<file path="src/rtl/lcd_char_driver.sv">
// HD44780 character LCD driver, 8-bit bus, write-only.
// Runs power-up wait and init once, then refreshes 32 characters in a loop.
module lcd_char_driver #(
  parameter int unsigned PWR_WAIT = 1000000,
  parameter int unsigned SETUP    = 2,
  parameter int unsigned E_HIGH   = 25,
  parameter int unsigned CMD_WAIT = 2500,
  parameter int unsigned CLR_WAIT = 100000
) (
  input  logic       clk,
  input  logic       rst,
  input  logic [7:0] char_in,
  output logic [4:0] index,
  output logic       lcd_e,
  output logic       lcd_rs,
  output logic       lcd_rw,
  output logic [7:0] lcd_data,
  output logic       init_done,
  output logic       frame_done
);

  localparam int unsigned CW = 20;
  localparam int unsigned IW = 5;

  typedef enum logic [2:0] {
    S_PWR, S_INIT, S_ADDR, S_FETCH, S_WRITE, S_NEXT
  } state_t;

  typedef enum logic [1:0] {
    PH_SETUP, PH_EHIGH, PH_WAIT
  } phase_t;

  state_t          state_q, state_d;
  phase_t          phase_q, phase_d;
  logic [CW-1:0]   cnt_q, cnt_d;
  logic [1:0]      step_q, step_d;
  logic [IW-1:0]   index_d;
  logic            lcd_e_d, lcd_rs_d, init_done_d, frame_done_d;
  logic [7:0]      lcd_data_d;

  logic            tx_active, tx_done, load;
  logic            load_rs;
  logic [7:0]      load_data;
  logic [CW-1:0]   wait_m1;

  assign lcd_rw = 1'b0;

  // Clear-display needs the long busy time; every other write uses the short one.
  assign wait_m1 = (!lcd_rs && lcd_data == 8'h01) ? CW'(CLR_WAIT - 1) : CW'(CMD_WAIT - 1);
  assign tx_active = (state_q == S_INIT) || (state_q == S_ADDR) || (state_q == S_WRITE);

  // State register and registered outputs
  always_ff @(posedge clk or posedge rst) begin
    if (rst) begin
      state_q    <= S_PWR;
      phase_q    <= PH_SETUP;
      cnt_q      <= '0;
      step_q     <= '0;
      index      <= '0;
      lcd_e      <= 1'b0;
      lcd_rs     <= 1'b0;
      lcd_data   <= 8'h00;
      init_done  <= 1'b0;
      frame_done <= 1'b0;
    end else begin
      state_q    <= state_d;
      phase_q    <= phase_d;
      cnt_q      <= cnt_d;
      step_q     <= step_d;
      index      <= index_d;
      lcd_e      <= lcd_e_d;
      lcd_rs     <= lcd_rs_d;
      lcd_data   <= lcd_data_d;
      init_done  <= init_done_d;
      frame_done <= frame_done_d;
    end
  end

  // Next-state: transaction sequencer plus top-level flow
  always_comb begin
    state_d      = state_q;
    phase_d      = phase_q;
    cnt_d        = cnt_q;
    step_d       = step_q;
    index_d      = index;
    lcd_e_d      = lcd_e;
    lcd_rs_d     = lcd_rs;
    lcd_data_d   = lcd_data;
    init_done_d  = init_done;
    frame_done_d = 1'b0;
    tx_done      = 1'b0;
    load         = 1'b0;
    load_rs      = 1'b0;
    load_data    = 8'h00;

    if (tx_active) begin
      case (phase_q)
        PH_SETUP: begin
          if (cnt_q == CW'(SETUP - 1)) begin
            lcd_e_d = 1'b1;
            phase_d = PH_EHIGH;
            cnt_d   = '0;
          end else begin
            cnt_d = cnt_q + CW'(1);
          end
        end
        PH_EHIGH: begin
          if (cnt_q == CW'(E_HIGH - 1)) begin
            lcd_e_d = 1'b0;
            phase_d = PH_WAIT;
            cnt_d   = '0;
          end else begin
            cnt_d = cnt_q + CW'(1);
          end
        end
        PH_WAIT: begin
          if (cnt_q == wait_m1) begin
            tx_done = 1'b1;
          end else begin
            cnt_d = cnt_q + CW'(1);
          end
        end
        default: phase_d = PH_SETUP;
      endcase
    end

    case (state_q)
      S_PWR: begin
        if (cnt_q == CW'(PWR_WAIT - 1)) begin
          state_d   = S_INIT;
          step_d    = 2'd0;
          load      = 1'b1;
          load_data = 8'h38;
        end else begin
          cnt_d = cnt_q + CW'(1);
        end
      end
      S_INIT: begin
        if (tx_done) begin
          load = 1'b1;
          case (step_q)
            2'd0:    load_data = 8'h0C;
            2'd1:    load_data = 8'h06;
            2'd2:    load_data = 8'h01;
            default: begin
              load_data   = 8'h80;
              init_done_d = 1'b1;
              index_d     = '0;
              state_d     = S_ADDR;
            end
          endcase
          step_d = step_q + 2'd1;
        end
      end
      S_ADDR: begin
        if (tx_done) begin
          state_d = S_FETCH;
          cnt_d   = '0;
        end
      end
      S_FETCH: begin
        // Upstream lookup lands one clk after index moves; sample on the second clk.
        if (cnt_q == CW'(1)) begin
          state_d   = S_WRITE;
          load      = 1'b1;
          load_rs   = 1'b1;
          load_data = char_in;
        end else begin
          cnt_d = cnt_q + CW'(1);
        end
      end
      S_WRITE: begin
        if (tx_done) state_d = S_NEXT;
      end
      S_NEXT: begin
        if (index == IW'(15)) begin
          index_d   = IW'(16);
          state_d   = S_ADDR;
          load      = 1'b1;
          load_data = 8'hC0;
        end else if (index == IW'(31)) begin
          index_d      = '0;
          frame_done_d = 1'b1;
          state_d      = S_ADDR;
          load         = 1'b1;
          load_data    = 8'h80;
        end else begin
          index_d = index + IW'(1);
          state_d = S_FETCH;
          cnt_d   = '0;
        end
      end
      default: state_d = S_PWR;
    endcase

    if (load) begin
      lcd_rs_d   = load_rs;
      lcd_data_d = load_data;
      lcd_e_d    = 1'b0;
      phase_d    = PH_SETUP;
      cnt_d      = '0;
    end
  end

endmodule

</file>
<file path="config.mk">
export PLATFORM = sky130hd
export DESIGN_NAME = lcd_char_driver
export DESIGN_NICKNAME = d
export VERILOG_FILES = /design/src/rtl/lcd_char_driver.sv
export SDC_FILE = /design/constraint.sdc
export NUM_CORES = 1
export LEC_CHECK = 0
export CAP_MARGIN = 20
export CORE_MARGIN = 4
export CORE_UTILIZATION = 32
export CTS_BUF_LIST = sky130_fd_sc_hd__clkbuf_4
export DETAILED_ROUTE_END_ITERATION = 8
export MAX_ROUTING_LAYER = met4
export PLACE_DENSITY = 0.49
export SLEW_MARGIN = 20
export SYNTH_ARGS = -nofsm -noshare
export SYNTH_HDL_FRONTEND = slang
export SYNTH_SLANG_ARGS = --single-unit
</file>
<file path="constraint.sdc">
create_clock -name clk -period 2.5 [get_ports clk]
set_clock_uncertainty 0.2 [all_clocks]
set_input_delay 0.75 -clock clk [delete_from_list [all_inputs] [get_ports clk]]
set_output_delay 0.75 -clock clk [all_outputs]
set_load 0.05 [all_outputs]
</file>
==> results of run 1 <==
-- sequential cells by signal (all words and copies together), names as in the netlist --
register / count
cnt_q: 20
frame_done: 1
index: 5
init_done: 1
lcd_data: 8
lcd_e: 1
lcd_rs: 1
phase_q: 2
state_q: 3
step_q: 2
-- final cells by class --
cell class | instances | area (sq um)
clock buffers | 5 | 37.5
clock inverters | 3 | 37.5
fillers | 794 | 4020
inverters | 9 | 33.8
multi-input cells | 235 | 1890
flip-flops and latches | 44 | 1110
well taps | 105 | 131
repair buffers | 127 | 1090
-- critical path, stage by stage (launching register included) --
cell      delay (ns)
dfrtp_1         0.43
nand3b_1        0.17
or4_4           0.57
mux2i_4         0.21
buf_6           0.16
nand4_4         0.07
and2_4          0.20
and3_4          0.19
a221o_1         0.34
-- layer usage --
layer | wire length (um) | vias up
met5 | 0 | -
met4 | 112 | 0
met3 | 257 | 10
met2 | 3990 | 40
met1 | 4250 | 1359
li1 | - | 1382
-- per-stage QoR --
stage	instances	utilization [%]	worst slack [ns]	instance area (sq um)
after floorplan	306	-	-0.154	2810
after global placement	501	44.4	-0.133	3710
after detailed placement	501	44.4	-0.159	3710
after CTS	520	47.9	-0.0647	4000
after global routing	528	51.8	-0.207	4320
final	528	51.8	-0.139	4320
-- kinds of logic after synthesis --
family / Yosys count
compound gates: 69
fa+ha+maj: 11
xor+xnor: 5
mux: 5
flops: 44
other cells: 1
buf+inv: 28
simple gates: 143
-- layout by cell type (no fill, tap or decap), types with 6 or more instances in the layout --
master / Yosys / routed
buf_4: 1 / 90
dfrtp_1: 44 / 39
nand2_1: 29 / 24
nor2_1: 20 / 16
buf_6: 3 / 16
nor3_1: 16 / 15
nand4_1: 13 / 13
o21ai_0: 16 / 10
and3_1: 13 / 10
clkdlybuf4s50_1: 0 / 10
a211o_1: 9 / 9
inv_1: 9 / 8
dlygate4sd2_1: 0 / 8
nand3_1: 10 / 7
ha_1: 11 / 7
a221o_1: 6 / 6
-- power groups by stage --
stage,registers [W],logic (W),clock network (W)
floorplan,0.000725,0.0000150,0
global placement,0.000725,0.0000365,0
detailed placement,0.000725,0.0000363,0
CTS,0.000712,0.0000366,0.000466
global route,0.000712,0.0000400,0.000497
finish,0.000712,0.0000352,0.000452
-- how the worst min path moves through the flow --
stage	end	cells past startpoint	start
global placement	init_done	1	init_done
detailed placement	init_done	1	init_done
CTS	init_done	1	init_done
floorplan	cnt_q[17]	1	cnt_q[17]
finish	init_done	1	init_done
global route	init_done	1	init_done
-- repair_timing --
item | CTS | global route
hold buffers | 0 | 0
pin swaps | 19 | 39
gates resized for setup | 41 | 59
endpoints found under the setup margin | 42 | 35
gates cloned | 1 | 2
buffers inserted | 10 | 7
==> qor.yml, run 1 <==
run_status: "finished with violations"
violations_in_the_final_reports: "negative setup slack"
global_route.peak_usage_layer: "met2"
worstSetupStartpointType: "flip-flop"
port_buffers: 26
synthesis.area_sq_um: 2780
grt_use_met1_pct: 24.0
layout_setup_ws_ns: -0.139
finalSetupTns_ns: -1.10
grt.met3_usage_pct: 2.62
io-pin-count: 28
post-layout-total-power_w: 0.00120
grt_max_degree: 24
synth_seq_area_share_pct: 39.6
drive_gt1_share_pct: 43.5
netSwitchingPower_w: 0.000268
hold_viol: 0
cts.root.buffer_cell: "clkbuf_4"
initial_core_utilization_pct: 33.3
synth.avg_cell_area_sq_um: 9.09
worst_setup_path_endpoint: "cnt_q[7]"
max-cap-violations: 0
mappedNetlistNets: 327
power.density_cell_area_nw_per_um2: 277
synth_top_family_by_area: "simple AND/OR/NAND/NOR gates"
rr_endpoint: "cnt_q[7]"
leakagePower_nw: 2.05
inserted_clock_buffers: 5
synth.mux.area_fraction_pct: 2.34
route.vias.total: 2791
cp-startpoint: "cnt_q[11]"
period_needed_ns: 2.64
fmax_mhz: 379
seq_power_share_pct: 59.4
wire_length_of_the_first_global_routing_pass_um: 13600
synth_xor_xnor_area_share_pct: 1.58
antenna_violations_before_repair: 0
placement_row_count: 33
grt_use_total_pct: 17.4
clock_power_share_pct: 37.7
worst_ep_required_time_ns: 2.56
synth_ff_type: "dfrtp_1"
p_int_w: 0.000931
clk_path_buf_depth: 2
cts_max_level: 2
chipWidth_um: 101
syn2layout_area_growth_pct: 55.5
rr_worst_depth: 8
viasPerCell: 5.29
yosys_register_bits: 44
synth_fa_ha_area_share_pct: 4.95
diodes: 0
syn-instance-count: 306
finalMaxSlewViolations: 0
post-synth-top-area-fraction_pct: 39.6
cts.sinks: 44
combinationalPowerShare_pct: 2.9
unrepaired_setup_endpoints_after_global_routing: "true"
ant_nets: 0
firstDrtPassIters: 4
grt_pass1_vias: 2713
met2_usage_pct: 26.7
fin_nets: 443
gr_overflow_total: 0
drtIter0Drc: 87
synth_commonest_cells: "dfrtp_1 (44), nand2_1 (29), nor2_1 (20)"
postSynth.asyncResetShare_pct: 100
synth.area.top_cells: "dfrtp_1 (40%), ha_1 (5.0%), nand2_1 (3.9%)"
dp.final_hpwl_um: 6030
wirelength_um: 8610
core_area_sq_um: 8340
crit_path_max_fanout: 8
irDropWorstVdd_uv: 207
report.final.setup_viol: 24
layout_worst_path_cycle_share_pct: 106
drc: 0
synth-simple-area-share_pct: 28.6
regToRegSetupSlack_ns: -0.14
clkSlewWorstSetupHoldPaths_ns: 0.13
source_of_the_worst_register_to_register_timing_path: "cnt_q[11]"
post-synth-top-area-cell: "dfrtp_1"
yosysWarningCount: 0
die_area_sq_um: 10200
switching_share_pct: 22.4
cp_data_arrival_time_ns: 2.70
drt-wirelength-per-cell_um: 16.3
die_h_um: 101
hold_class: "reg2reg"
crit_type: "reg2reg"
finalHoldWorstSlack_ns: 0.297
final_weighted_congestion_in_routability_driven_placement: 0.786
tritoncts_clock_tree: "yes"
setup.worst_path.end_class: "flip-flop"
number_of_enable_type_register_cells_in_the_synthesized_netlist: 0
yosys.cell_count.top_type: "dfrtp_1"
ys_types: 58
synth-compound-area-share_pct: 17.8
clock_latency_ns: 0.37
Note: power is estimated with default switching activity, not from simulation.
==> run 2, diff against run 1 <==
Settings changed: CAP_MARGIN 20 to unset, CTS_BUF_LIST sky130_fd_sc_hd__clkbuf_4 to sky130_fd_sc_hd__clkbuf_4 sky130_fd_sc_hd__clkbuf_8.
==> run 2 against run 1 <==
The run still ends with negative setup slack left. Sequential share of layout area decreased by 0.15 points. Combinational power barely moved. Core utilization up 0.13 points. Critical path depth is 1 higher.
==> qor.yml, run 2 (synthesis results as in run 1) <==
placement_row_count: 33  # unchanged
irDropWorstVdd_uv: 169  # -18%
leading_registers_by_flop_count: "cnt_q (20), lcd_data (8), index (5)"
die_area_sq_um: 10200  # unchanged
hold_viol: 0  # unchanged
unrepaired_setup_endpoints_after_global_routing: "true"
tritoncts_clock_tree: "yes"
power.density_cell_area_nw_per_um2: 313  # +13%
chipWidth_um: 101  # unchanged
cp-startpoint: "cnt_q[11]"
critical-path-top-cell-by-count: "buf_6"
cts-hold-fix-buffers: 0  # unchanged
period_needed_ns: 2.65  # +0.00693 ns
worst_ep_required_time_ns: 2.48  # -0.08 ns
drtIter0Drc: 151  # +74%
wl_met1_um: 4220  # -0.78%
grt_pass1_vias: 2659  # -2.0%
final_weighted_congestion_in_routability_driven_placement: 0.786  # unchanged
fmax_mhz: 378  # -0.26%
crit_path_max_fanout: 6  # -2
clk_path_buf_depth: 2  # unchanged
drt-wirelength-per-cell_um: 16.5  # +1.2%
wl_met3_um: 369  # +44%
max_flop_register: "cnt_q"
cts.root.buffer_cell: "clkbuf_8"
grt_max_degree: 24  # unchanged
port_buffers: 26  # unchanged
syn2layout_area_growth_pct: 55.9
worst_setup_path_endpoint: "cnt_q[7]"
tightestPinTransition_ns: 0.508
source_of_the_worst_register_to_register_timing_path: "cnt_q[11]"
drive_gt1_share_pct: 44.4  # +0.95 points
report.final.setup_viol: 24  # unchanged
highest-signal-layer: "met4"
leakagePower_nw: 2.05  # -0.15%
regToRegSetupSlack_ns: -0.15  # about the same
cts_max_level: 2  # unchanged
crit_type: "reg2reg"
diodes: 0  # unchanged
io-pin-count: 28  # unchanged
wire_length_of_the_first_global_routing_pass_um: 13400  # -1.5%
inserted_clock_buffers: 5  # unchanged
route.vias.total: 2795  # +0.14%
dp.final_hpwl_um: 6030  # unchanged
finalMaxSlewViolations: 0  # unchanged
critical_path.slowest_cell: "or4_4"
max-cap-violations: 0  # unchanged
layout.cells.most_common: "buf_4"
hold_class: "reg2reg"
layout_worst_path_cycle_share_pct: 106  # +0.28 points
finalCoreUtilization_pct: 52.0  # +0.13 points
drc: 0  # unchanged
firstDrtPassIters: 4  # unchanged
critical_path.top_delay_family: "simple AND/OR/NAND/NOR gates"
slew_headroom_pct: 66.1
antenna_violations_before_repair: 0  # unchanged
grt_use_total_pct: 17.1  # -0.30 points
fin_nets: 443  # unchanged
gr_overflow_total: 0  # unchanged
cp_cell_sequence: "nand3b_1 -> or4_4 -> mux2i_4 -> buf_6 -> nand2b_4 -> a31oi_4 -> buf_6 -> nor3b_1 -> a221o_1"
post-layout-total-power_w: 0.00136  # +13%
largest_register_ffs: 20  # unchanged
clkSlewWorstSetupHoldPaths_ns: 0.09  # -0.04 ns
rr_endpoint: "cnt_q[7]"
cts.sinks: 44  # unchanged
dp_slack_ns: -0.159  # unchanged
core_area_sq_um: 8340  # unchanged
placed_cells_incl_taps: 501  # unchanged
run_status: "finished with violations"
layoutNonFillerInstCount: 528  # unchanged
clock_latency_ns: 0.30  # -0.07 ns
cp_data_arrival_time_ns: 2.63  # -0.07 ns
most-common-layout-cells: "buf_4 (97), dfrtp_1 (42), nand2_1 (27)"
finalSetupTns_ns: -1.46  # -0.358 ns
setup.worst_path.end_class: "flip-flop"
wirelength_um: 8710  # +1.2%
rr_worst_depth: 9  # +1
initial_core_utilization_pct: 33.3  # unchanged
ant_nets: 0  # unchanged
met2_length_um: 4030  # +1.0%
layout_setup_ws_ns: -0.146  # -0.00693 ns
path_depth: 9  # +1
max_stage_delay_ns: 0.58  # about the same
violations_in_the_final_reports: "negative setup slack"
worstSetupStartpointType: "flip-flop"
crit_buf_inv: 2  # +1
die_h_um: 101  # unchanged
viasPerCell: 5.29  # +0.14%
-- run 2: final cells by class --
cell class / instances / area, sq um
multi-input combinational: 236 / 1900
tap: 105 / 131
clock inverter: 1 / 30.0
sequential: 44 / 1100
clock buffer: 7 / 96.3
timing repair buffer: 126 / 1040
fill: 789 / 4010
inverter: 9 / 33.8
-- run 2: worst register-to-register path: cells and delay by family (launching register included) --
kind	cells	cell delay (ns)
multiplexers	1	0.19
flip-flops	1	0.43
buffers and inverters	2	0.32
AND/OR/NAND/NOR	4	0.90
AO/OA/AOI/OAI	2	0.51
-- run 2: how the worst min path moves through the flow --
stage                     startpoint   endpoint  slack [ns]  cells past startpoint
after floorplan            cnt_q[17]  cnt_q[17]        0.31                      1
after global placement     init_done  init_done        0.27                      1
after detailed placement   init_done  init_done        0.27                      1
after CTS                  init_done  init_done        0.30                      1
after global routing       init_done  init_done        0.30                      1
final                      init_done  init_done        0.29                      1
-- run 2: routing by layer --
metal / vias to the layer above / global-route usage, %
met5: - / -
met4: 0 / 2.97
met3: 8 / 2.55
met2: 60 / 26.5
met1: 1347 / 24.0
li1: 1380 / -
-- run 2: timing repair --
action	4_1_cts	5_1_grt
gates cloned	1	2
setup buffers	8	8
gates resized for setup	25	63
pin swaps	10	27
endpoints found under the setup margin	37	37
endpoints found under the hold margin	0	0
-- run 2: per-stage QoR --
stage	cell area, sq um	hold slack [ns]
floorplan	2810	0.305
finish	4340	0.292
global placement	3710	0.268
global route	4340	0.302
CTS	4000	0.296
detailed placement	3710	0.271
-- run 2: report_power, final --
part	switching, W	internal [W]
Clock	0.000259	0.000353
Sequential	0	0.000711
Combinational	0.0000207	0.0000146
Total	0.000280	0.00108
==> run 3, diff against run 2 <==
Settings changed: ABC_AREA set to 0, CORE_UTILIZATION 32 to 53, PLACE_DENSITY 0.49 to 0.75.
==> run 3 against run 2 <==
The run still ends with negative setup slack left. Flip-flop and latch count stayed put. Hold slack better by 0.023 ns. Clock-buffer cell count is 1 lower. Sequential power hardly changed. Critical path depth stayed put. Combinational power is 4% higher. Routed wire length is 12% higher. Design area is 5.4% lower. Power is 9.8% lower. Critical path type unchanged. Largest power group unchanged.
==> qor.yml, run 3 (synthesis results as in run 1) <==
grt_max_degree: 45  # +88%
placement_row_count: 26  # -21%
leading_registers_by_flop_count: "cnt_q (20), lcd_data (8), index (5)"
die_area_sq_um: 6470  # -37%
finish.instance_area_sq_um: 4100  # -5.4%
wirelength_um: 9750  # +12%
layout.cells.most_common: "buf_4"
max-cap-violations: 0  # unchanged
seq_area_sq_um: 1110  # +0.45%
most-common-layout-cells: "buf_4 (73), dfrtp_1 (38), nand2_1 (23)"
chipWidth_um: 80.4  # -21%
placed_cells_incl_taps: 447  # -11%
clk_path_buf_depth: 2  # unchanged
diodes: 0  # unchanged
initial_core_utilization_pct: 54.4  # +21 points
grt_use_total_pct: 29.8  # +13 points
tightestPinTransition_ns: 0.508  # +0.000125 ns
die_h_um: 80.4  # -21%
crit_type: "reg2reg"
run_status: "finished with violations"
dpl-instance-area_sq_um: 3510  # -5.2%
clkSlewWorstSetupHoldPaths_ns: 0.08  # about the same
tritoncts_clock_tree: "yes"
critical_path.top_delay_family: "simple AND/OR/NAND/NOR gates"
leakagePower_nw: 1.90  # -7.1%
fmax_mhz: 371  # -1.8%
crit_path_max_fanout: 7  # +1
wire_length_of_the_first_global_routing_pass_um: 14400  # +7.4%
multi_input_gate_area_in_the_final_layout_sq_um: 1850  # -2.4%
firstDrtPassIters: 5  # +1
fin_nets: 423  # -4.5%
ant_nets: 0  # unchanged
drtIter0Drc: 397  # +160%
finalMaxSlewViolations: 0  # unchanged
port_buffers: 26  # unchanged
worstSetupStartpointType: "flip-flop"
drt-wirelength-per-cell_um: 20.6  # +25%
period_needed_ns: 2.69  # +0.0480 ns
critical-path-top-cell-by-count: "buf_6"
irDropWorstVdd_uv: 197  # +17%
unrepaired_setup_endpoints_after_global_routing: "true"
cts_max_level: 2  # unchanged
layoutNonFillerInstCount: 473  # -10%
clock_latency_ns: 0.30  # about the same
syn2layout_area_growth_pct: 47.6
final.fill_count: 271  # -66%
largest_register_ffs: 20  # unchanged
worst_ep_required_time_ns: 2.49  # about the same
final_weighted_congestion_in_routability_driven_placement: 0.893  # +14%
finalHoldWorstSlack_ns: 0.315  # +0.0235 ns
setup.worst_path.end_class: "flip-flop"
power.density_cell_area_nw_per_um2: 299  # -4.6%
crit_buf_inv: 3  # +1
hold_viol: 0  # unchanged
dp_slack_ns: -0.122  # +0.0374 ns
route.vias.total: 3097  # +11%
drive_gt1_share_pct: 40.0  # -4.5 points
violations_in_the_final_reports: "negative setup slack"
max_flop_register: "cnt_q"
hold_class: "reg2reg"
slew_headroom_pct: 66.1  # about the same
cts.sinks: 44  # unchanged
io-pin-count: 28  # unchanged
dp.final_hpwl_um: 5420  # -10%
max_stage_delay_ns: 0.48  # -0.10 ns
critical_path.slowest_cell: "dfrtp_1"
report.final.setup_viol: 29  # +21%
viasPerCell: 6.55  # +24%
cp_data_arrival_time_ns: 2.69  # +0.06 ns
gr_overflow_total: 0  # unchanged
finalSetupTns_ns: -3.13  # -1.67 ns
grt_pass1_vias: 2934  # +10%
core_area_sq_um: 5110  # -39%
cts.root.buffer_cell: "clkbuf_8"
inserted_clock_buffers: 5  # unchanged
layout_setup_ws_ns: -0.194  # -0.0480 ns
drc: 0  # unchanged
cp_cell_sequence: "nor4_1 -> nand4_1 -> buf_4 -> o21bai_4 -> a21oi_4 -> buf_6 -> a31o_4 -> buf_6 -> mux2_4"
layout_worst_path_cycle_share_pct: 108  # +1.9 points
antenna_violations_before_repair: 0  # unchanged
[run 3: per-stage QoR]
step	power, W	util [%]
final	0.00123	80.3
after detailed placement	0.000762	68.8
after global placement	0.000762	68.8
after floorplan	0.000740	-
after CTS	0.00122	75.7
after global routing	0.00127	80.3
[run 3: final cells by class]
cell class / count / area share (%)
clock inverter: 2 / 0.244
tap: 70 / 2.13
inverter: 9 / 0.823
clock buffer: 6 / 2.01
multi-input combinational: 236 / 45.2
sequential: 44 / 27.0
timing repair buffer: 106 / 22.6
[run 3: layer usage]
layer,global-route usage (%),routed length [um],up-vias
met1,37.2,3690,1498
li1,-,-,1333
met3,5.27,839,53
met5,-,0,-
met4,13.2,405,0
met2,47.4,4810,213
[run 3: worst register-to-register path, cell delays in order, from the launching register on]
cell and delay, ns:
dfrtp_1 0.48, nor4_1 0.39, nand4_1 0.25, buf_4 0.21, o21bai_4 0.14, a21oi_4 0.10, buf_6 0.15, a31o_4 0.25
buf_6 0.15, mux2_4 0.26
[run 3: timing repair]
item,in CTS,in global routing
setup buffers,8,7
gates cloned,3,1
resized for setup,42,46
endpoints found under the hold margin,0,0
pin swaps,29,38
endpoints found under the setup margin,26,41
hold buffers,0,0
[run 3: power by group]
group / internal (W) / switching [W]
registers: 0.000711 / 0
clock network: 0.000221 / 0.000258
logic: 0.0000158 / 0.0000207
[run 3: path summary, 6_finish.rpt]
kind,depth (start not counted),start,slack (ns),to
worst min-delay path,1,init_done,0.32,init_done
worst max register to register,9,cnt_q[17],-0.19,cnt_q[0]
max in group asynchronous,3,rst,1.29,index[1]
worst max-delay path,9,cnt_q[17],-0.19,cnt_q[0]
worst min register to register,1,init_done,0.32,init_done
min in group asynchronous,3,rst,0.59,cnt_q[10]
